**config.mk**
```make
export PLATFORM = sky130hd
export DESIGN_NAME = jt9346_eeprom
export DESIGN_NICKNAME = d
export VERILOG_FILES = /design/src/rtl/jt9346_eeprom.sv
export SDC_FILE = /design/constraint.sdc
export NUM_CORES = 1
export LEC_CHECK = 0
export ABC_CLOCK_PERIOD_IN_PS = 6550
export BUFFER_PORTS_ARGS = -buffer_cell sky130_fd_sc_hd__buf_2
export CAP_MARGIN = 30
export CORE_MARGIN = 4
export CORE_UTILIZATION = 63
export CTS_BUF_LIST = sky130_fd_sc_hd__clkbuf_16
export DETAILED_ROUTE_END_ITERATION = 10
export GPL_TIMING_DRIVEN = 0
export PLACE_DENSITY = 0.79
export SLEW_MARGIN = 25
export SYNTH_ARGS = -nofsm -noshare
export SYNTH_HDL_FRONTEND = slang
export SYNTH_SLANG_ARGS = --single-unit
```
**constraint.sdc**
```tcl
create_clock -name clk -period 6.55 [get_ports clk]
set_clock_uncertainty 0.1 [all_clocks]
set_input_delay 0.655 -clock clk [delete_from_list [all_inputs] [get_ports clk]]
set_output_delay 0.655 -clock clk [all_outputs]
set_load 0.01 [all_outputs]
```
**src/rtl/jt9346_eeprom.sv**
```systemverilog
// jt9346_eeprom: 93C46-style Microwire serial EEPROM, 64 x 16 by default.
// The host bit-bangs sclk/sdi/scs; everything is sampled in the clk domain.
// Words are stored complemented so that the all-zero power-up contents of
// the RAM read back as the erased value 16'hFFFF without any load step.
module jt9346_eeprom #(
    parameter int AW = 6,
    parameter int DW = 16
) (
    input  logic clk,
    input  logic rst,
    input  logic sclk,
    input  logic sdi,
    output logic sdo,
    input  logic scs
);

    localparam int CW = $clog2(DW);
    localparam int NW = 1 << AW;

    typedef enum logic [2:0] {IDLE, CMD, READ, WDATA, BUSY, DONE} state_t;

    state_t          state_q;
    logic            sclk_q;
    logic [CW-1:0]   cnt_q;
    logic [AW:0]     cmd_q;
    logic [AW-1:0]   addr_q;
    logic [DW-1:0]   data_q;
    logic            flag_q;
    logic            bulk_q;
    logic            sdo_q;
    logic [DW-1:0]   memInv_q [NW];

    logic            rise;
    logic [AW+1:0]   cmdFull;
    logic [1:0]      op;
    logic [AW-1:0]   cmdAddr;
    logic [DW-1:0]   dataFull;
    logic [DW-1:0]   rdWord;
    logic            cmdLast;
    logic            dataLast;
    logic            memWe;
    logic [AW-1:0]   memWaddr;
    logic [DW-1:0]   memWdata;

    assign rise     = sclk & ~sclk_q;
    assign cmdFull  = {cmd_q, sdi};
    assign op       = cmdFull[AW+1:AW];
    assign cmdAddr  = cmdFull[AW-1:0];
    assign dataFull = {data_q[DW-2:0], sdi};
    assign rdWord   = ~memInv_q[addr_q];
    assign cmdLast  = (state_q == CMD)   && rise && (cnt_q == CW'(AW + 1));
    assign dataLast = (state_q == WDATA) && rise && (cnt_q == CW'(DW - 1));
    assign sdo      = sdo_q;

    // Memory write port: single ERASE/WRITE commits and the bulk sweep in BUSY
    always_comb begin
        memWe    = 1'b0;
        memWaddr = addr_q;
        memWdata = data_q;
        if (!rst) begin
            if (state_q == BUSY && bulk_q) begin
                memWe = flag_q;
            end else if (scs && cmdLast && op == 2'b11) begin
                memWe    = flag_q;
                memWaddr = cmdAddr;
                memWdata = '1;
            end else if (scs && dataLast && !bulk_q) begin
                memWe    = flag_q;
                memWdata = dataFull;
            end
        end
    end

    // Word storage, held complemented; untouched by rst
    always_ff @(posedge clk) begin
        if (memWe) begin
            memInv_q[memWaddr] <= ~memWdata;
        end
    end

    // Protocol state machine with registered sdo
    always_ff @(posedge clk) begin
        sclk_q <= sclk;
        if (rst) begin
            state_q <= IDLE;
            sdo_q   <= 1'b1;
            flag_q  <= 1'b1;
            cnt_q   <= '0;
            bulk_q  <= 1'b0;
        end else if (!scs && !(state_q == BUSY && bulk_q)) begin
            state_q <= IDLE;
            sdo_q   <= 1'b1;
            cnt_q   <= '0;
        end else begin
            case (state_q)
                IDLE: begin
                    sdo_q <= 1'b1;
                    cnt_q <= '0;
                    if (rise && sdi) begin
                        state_q <= CMD;
                    end
                end
                CMD: begin
                    if (rise) begin
                        cmd_q <= cmdFull[AW:0];
                        cnt_q <= cnt_q + 1'b1;
                        if (cmdLast) begin
                            cnt_q  <= '0;
                            addr_q <= cmdAddr;
                            bulk_q <= 1'b0;
                            case (op)
                                2'b10: begin
                                    state_q <= READ;
                                    sdo_q   <= 1'b0;
                                end
                                2'b01: state_q <= WDATA;
                                2'b11: begin
                                    state_q <= BUSY;
                                    sdo_q   <= 1'b0;
                                end
                                default: begin
                                    case (cmdAddr[AW-1 -: 2])
                                        2'b11: begin
                                            flag_q  <= 1'b1;
                                            state_q <= DONE;
                                            sdo_q   <= 1'b1;
                                        end
                                        2'b00: begin
                                            flag_q  <= 1'b0;
                                            state_q <= DONE;
                                            sdo_q   <= 1'b1;
                                        end
                                        2'b10: begin
                                            state_q <= BUSY;
                                            bulk_q  <= 1'b1;
                                            addr_q  <= '0;
                                            data_q  <= '1;
                                            sdo_q   <= 1'b0;
                                        end
                                        default: begin
                                            state_q <= WDATA;
                                            bulk_q  <= 1'b1;
                                        end
                                    endcase
                                end
                            endcase
                        end
                    end
                end
                READ: begin
                    if (rise) begin
                        sdo_q <= rdWord[CW'(DW - 1) - cnt_q];
                        cnt_q <= cnt_q + 1'b1;
                        if (cnt_q == CW'(DW - 1)) begin
                            cnt_q  <= '0;
                            addr_q <= addr_q + 1'b1;
                        end
                    end
                end
                WDATA: begin
                    if (rise) begin
                        data_q <= dataFull;
                        cnt_q  <= cnt_q + 1'b1;
                        if (dataLast) begin
                            cnt_q <= '0;
                            if (flag_q) begin
                                state_q <= BUSY;
                                sdo_q   <= 1'b0;
                                if (bulk_q) begin
                                    addr_q <= '0;
                                end
                            end else begin
                                state_q <= DONE;
                                sdo_q   <= 1'b1;
                            end
                        end
                    end
                end
                BUSY: begin
                    sdo_q <= 1'b0;
                    if (!bulk_q) begin
                        state_q <= DONE;
                        sdo_q   <= 1'b1;
                    end else begin
                        addr_q <= addr_q + 1'b1;
                        if (addr_q == '1) begin
                            state_q <= DONE;
                            sdo_q   <= 1'b1;
                            bulk_q  <= 1'b0;
                        end
                    end
                end
                default: begin
                    sdo_q <= 1'b1;
                end
            endcase
        end
    end

endmodule

```
After elaboration in Yosys (flattened, before gate mapping) --
Memory sizes are Yosys's and may differ from the RTL's. A register that Yosys moved wholly into a read port is not among the register bits. Index checks and enable logic that the tools add are counted.
Storage, ports and cells: bits in registers 40, bits in latches 0, memory bits (writable) 1024, memory bits (read-only) 0, output and inout bits 1, word-level logic and storage cells 153, memories kept 1
Memory list:
- memInv_q | words 64, width 16, read ports 1, clocked after memory_dff 1, write ports 1, line 31 | logic [DW-1:0] memInv_q [NW];
Operators by class: add/subtract/negate cells 3, $mul 0, divide/modulo/power cells 0, $lt $le $gt $ge 1, equality and inequality tests 27, shifts and indexed selects 0, mux-type cells 71, bitwise operators 7, reduce and logical (&&, ||, !) cells 34
Operators by type and width (count):
- $mux W16 | 9
- $mux W6 | 15
- $not A16 Y16 | 2
- $pmux W16 S2 | 1
- $mux W4 | 6
- $ne A2 B2 Y1 const B | 12
- $pmux W6 S4 | 1
- $mux W1 | 22
- $mux W3 | 7
- $pmux W4 S4 | 1
- $reduce_and A7 Y1 | 2
- $pmux W3 S4 | 1
- $reduce_and A12 Y1 | 1
- $reduce_and A4 Y1 | 3
- $reduce_bool A4 Y1 | 3
- $logic_and A1 B1 Y1 | 11
- $pmux W3 S3 | 1
- $eq A2 B2 Y1 const B | 4
- $pmux W1 S2 | 4
- $reduce_and A8 Y1 | 1
- $add A6 B1 Y6 const B | 1
- $eq A3 B2 Y1 const B | 2
- $eq A6 B6 Y1 const B | 1
- $pmux W3 S2 | 1
- other kinds (22) | 31

Logic depth before layout (Yosys ltp) --
word-level depth 12, mapped depth 15, gate-level depth less buffers 10

Worst setup path after synthesis --
No wires, ideal clock.
path kind input to register, start point input port sclk, end point memory memInv_q[0][10] (data pin), data arrival time 4.726 ns, path slack 1.003 ns, stages 9, cell sequence nor2b_1 > and3_1 > and3_1 > clkbuf_1 > and4_1 > clkbuf_1 > clkbuf_1 > buf_1 > a211oi_1
Between the ends: longest elaborated chain between the ends 10
Ends and longest elaborated chain:
- from (decl) | line 11 | input logic sclk,
- $and A1 B1 Y1 (*) | line 45 | assign rise = sclk & ~sclk_q;
- $logic_and A1 B1 Y1 (2 in a row) | line 52 | assign dataLast = (state_q == WDATA) && rise && (cnt_q == CW'(DW - 1));
- $logic_and A1 B1 Y1 (2 in a row) | line 67 | end else if (scs && dataLast && !bulk_q) begin
- $mux W16 | line 67
- $mux W16 (*) | line 63 | end else if (scs && cmdLast && op == 2'b11) begin
- $mux W16 (*) | line 61 | if (state_q == BUSY && bulk_q) begin
- $mux W16 (*) | line 60 | if (!rst) begin
- $not A16 Y16 (*) | line 77 | memInv_q[memWaddr] <= ~memWdata;
- to (decl) | line 31
Mark *: on every way between the ends. The rest lies on a longest branch, timed or not.

==> results.toml <==
[power]
total_leakage_power_nw = 13.8
post-layout-total-power_mw = 13.2
peakVddDrop_mv = 0.225
p_per_cell_area_mw_per_mm2 = 267

[sta]
clock.fmax_mhz = 189
final.period_utilization = 0.806
timing.final.ws_setup_ps = 1270
setup_viol_count_final = 0
fin_max_slew_vios = 0
slew-limit-headroom = 0.224
report.final.hold_viol_count = 0
unrepaired_setup_endpoints_after_global_routing = "no"
post_layout_min_period_ps = 5280
tightest_slew_ps = 1160

[placed_design]
portBuffers = 5
dpl.hpwl_um = 85300
routability_congestion = 0.998
place_ws_ps = 1270

[layout]
layout-drive-gt1-share = 0.284
areaGrowthSynthToFinish_pct = 16.7
number_of_fillers_in_the_final_layout = 3510
area.sequential_mm2 = 0.0320
final_common_cell = "edfxtp_1"
final_core_utilization = 0.746
footprint_of_the_multi_input_gates_mm2 = 0.0104
layout.nets = 2354
most-common-layout-cells = "1053 x edfxtp_1, 250 x mux4_2, 103 x clkbuf_16"

[clocking]
cts_tree = "yes"
worstSkewPairLatency_ps = 680
clkSlewWorstSetupHoldPaths_ps = 60
cts_htree_levels = 3
clockRootBuffer = "clkbuf_16"
post_cts_resized = 0
hold_buffers = 0
cts_num_sinks = 1070
max-clock-path-buffers = 3
tritoncts.num_buffers = 102
cts.repair_timing.setup_buffer_count = 0

[status]
status = "complete, no violations"

[die]
horiz_die_dim_um = 267
dieArea_mm2 = 0.0714
floorplan.initialDensity = 0.639
number_of_placement_rows = 94
floorplan.core_area_mm2 = 0.0662
pin_count = 6
fp.dieH_um = 267

[setup_path]
worst_ep_required_time_ps = 7050
critical_path_peak_fanout = 11
critical_path.reg2reg.endpoint = "sdo"
reg2reg_setup_slack_ps = 1270
worst_setup_path_start_kind = "register"
crit_path_end_kind = "register"
worstRegToRegCells = 13
critPathKind = "reg -> reg"
arrival_time_reported_for_the_critical_path_endpoint_ps = 5780

[job]
drv_cap = 0

[detailed_routing]
viasPerCell = 7.55
wire_per_inst_um = 40.8
total_number_of_vias = 24800
postRouteAntennaNets = 0
drt_pass1_iterations = 7
drt_drc_violations_left = 0
route.final.wire_length_um = 134000
drt-initial-drc-count = 4818

[synth]
synth_sequential_area_ratio = 0.755
netlist.top_cell.by_area = "edfxtp_1"
synth-seq-cells = 1070
syn_inst = 2114
synthDistinctLibCells = 62
synth.net_count = 2129
ys_async_sr_fraction = 0
synth.top_cells.by_area = "edfxtp_1 75%, mux4_2 13%, mux2i_1 1.3%, nor2_1 0.85%, nand2_1 0.82%"
synth_ff_type = "edfxtp_1"
synth-warning-count = 0
post_synth_instance_area_mm2 = 0.0423
synth_area_per_cell_um2 = 20.0
synth_enable_flop_cells = 1053
post-synth-top-area-fraction = 0.747

[global_routing]
grt_pass1_wl_um = 187000
track_usage = 0.383
grt_max_degree = 26
antenna_violations_before_repair = 3
grt_pass1_vias = 24700
grt_overflow = 0

[hold_path]
min_delay_path_class = "in -> reg"
hold_path_depth = 1
hp-start = "sclk"
hold-path-endpoint = "sclk_q"
-- kinds of logic (layout without fill, tap and decap cells) --
kind of cell    after synthesis  count (layout)  share of synthesized area
xor+xnor                      4               4                   0.000828
fa+ha+maj                    10              10                    0.00296
compound gates              208             208                     0.0327
buf+inv                     135             442                     0.0162
flops                      1070            1070                      0.755
mux                         319             319                      0.150
simple gates                368             368                     0.0425
other cells                   0               3                          0
-- cells in the mapped netlist, drive strengths merged (16+ instances only) --
master  number
nor2b       39
nand3       30
edfxtp    1053
mux4       250
nor3        25
a22oi       44
inv         17
o22ai       16
dfxtp       17
a21oi       47
or3         23
nand2       92
clkbuf      50
buf         68
mux2i       53
mux2        16
o21ai       26
a211oi      21
nor2        96
-- cell type report --
cell class                 instances  share of cell area
buffer                           118              0.0128
tap                              864              0.0219
timing repair buffer             121              0.0424
clock inverter                    83              0.0119
inverter                          17             0.00129
multi-input combinational        909               0.210
clock buffer                     103              0.0522
antenna                            3            0.000152
sequential                      1070               0.647
-- where the power goes --
part | switching, mW | leakage [nW] | total [mW] | internal (mW)
sequential | 0.00120 | 8.14 | 7.40 | 7.40
combinational | 0.0738 | 4.04 | 0.105 | 0.0310
clock | 2.55 | 1.66 | 5.71 | 3.16
total | 2.62 | 13.8 | 13.2 | 10.6
-- how the worst max path moves through the flow --
stage / from / endpoint / slack [ps] / cells after the start
after floorplan: sclk / memInv_q[0][10] / 1000 / 9
after global placement: sclk / memInv_q[0][3] / -2620 / 9
after detailed placement: sclk / memInv_q[59][2] / 1270 / 12
after CTS: register / sdo / 1570 / 13
after global routing: register / sdo / 1350 / 13
final: register / sdo / 1270 / 13
-- worst max-delay path, cell delays in order (launching register included) --
cell and delay [ps]:
dfxtp_1 310, buf_4 220, buf_6 240, buf_4 340
buf_4 410, buf_2 520, buf_2 430, buf_2 670
mux4_2 440, a22oi_1 460, a31oi_1 300, nand2_1 130
nand3_1 290, a41oi_2 280
-- state kept, by name, summed over array words and instances, names as in the netlist, named ones only --
signal,flops
cnt_q,4
cmd_q,7
data_q,16
addr_q,6
sclk_q,1
bulk_q,1
flag_q,1
state_q,3
sdo,1
memInv_q,1024
-- per-stage QoR --
step | TNS [ps] | cell area, um^2 | cells | hold slack [ps]
CTS | 0 | 49300 | 3280 | 36.2
floorplan | 0 | 42300 | 2114 | 349
global placement | -1974670 | 43400 | 2983 | 386
global route | 0 | 49400 | 3285 | 41.7
finish | 0 | 49400 | 3288 | 29.1
detailed placement | 0 | 46200 | 3094 | 393
-- layer usage --
layer	routed length (um)	share of wire	up-vias	track usage
met3	20500	0.15	598	0.121
met5	11	0.000082	-	0
li1	-	-	9193	-
met2	60700	0.45	2573	0.574
met4	11100	0.083	2	0.231
met1	41800	0.31	12400	0.500
Note: power is estimated with default switching activity, not from simulation.
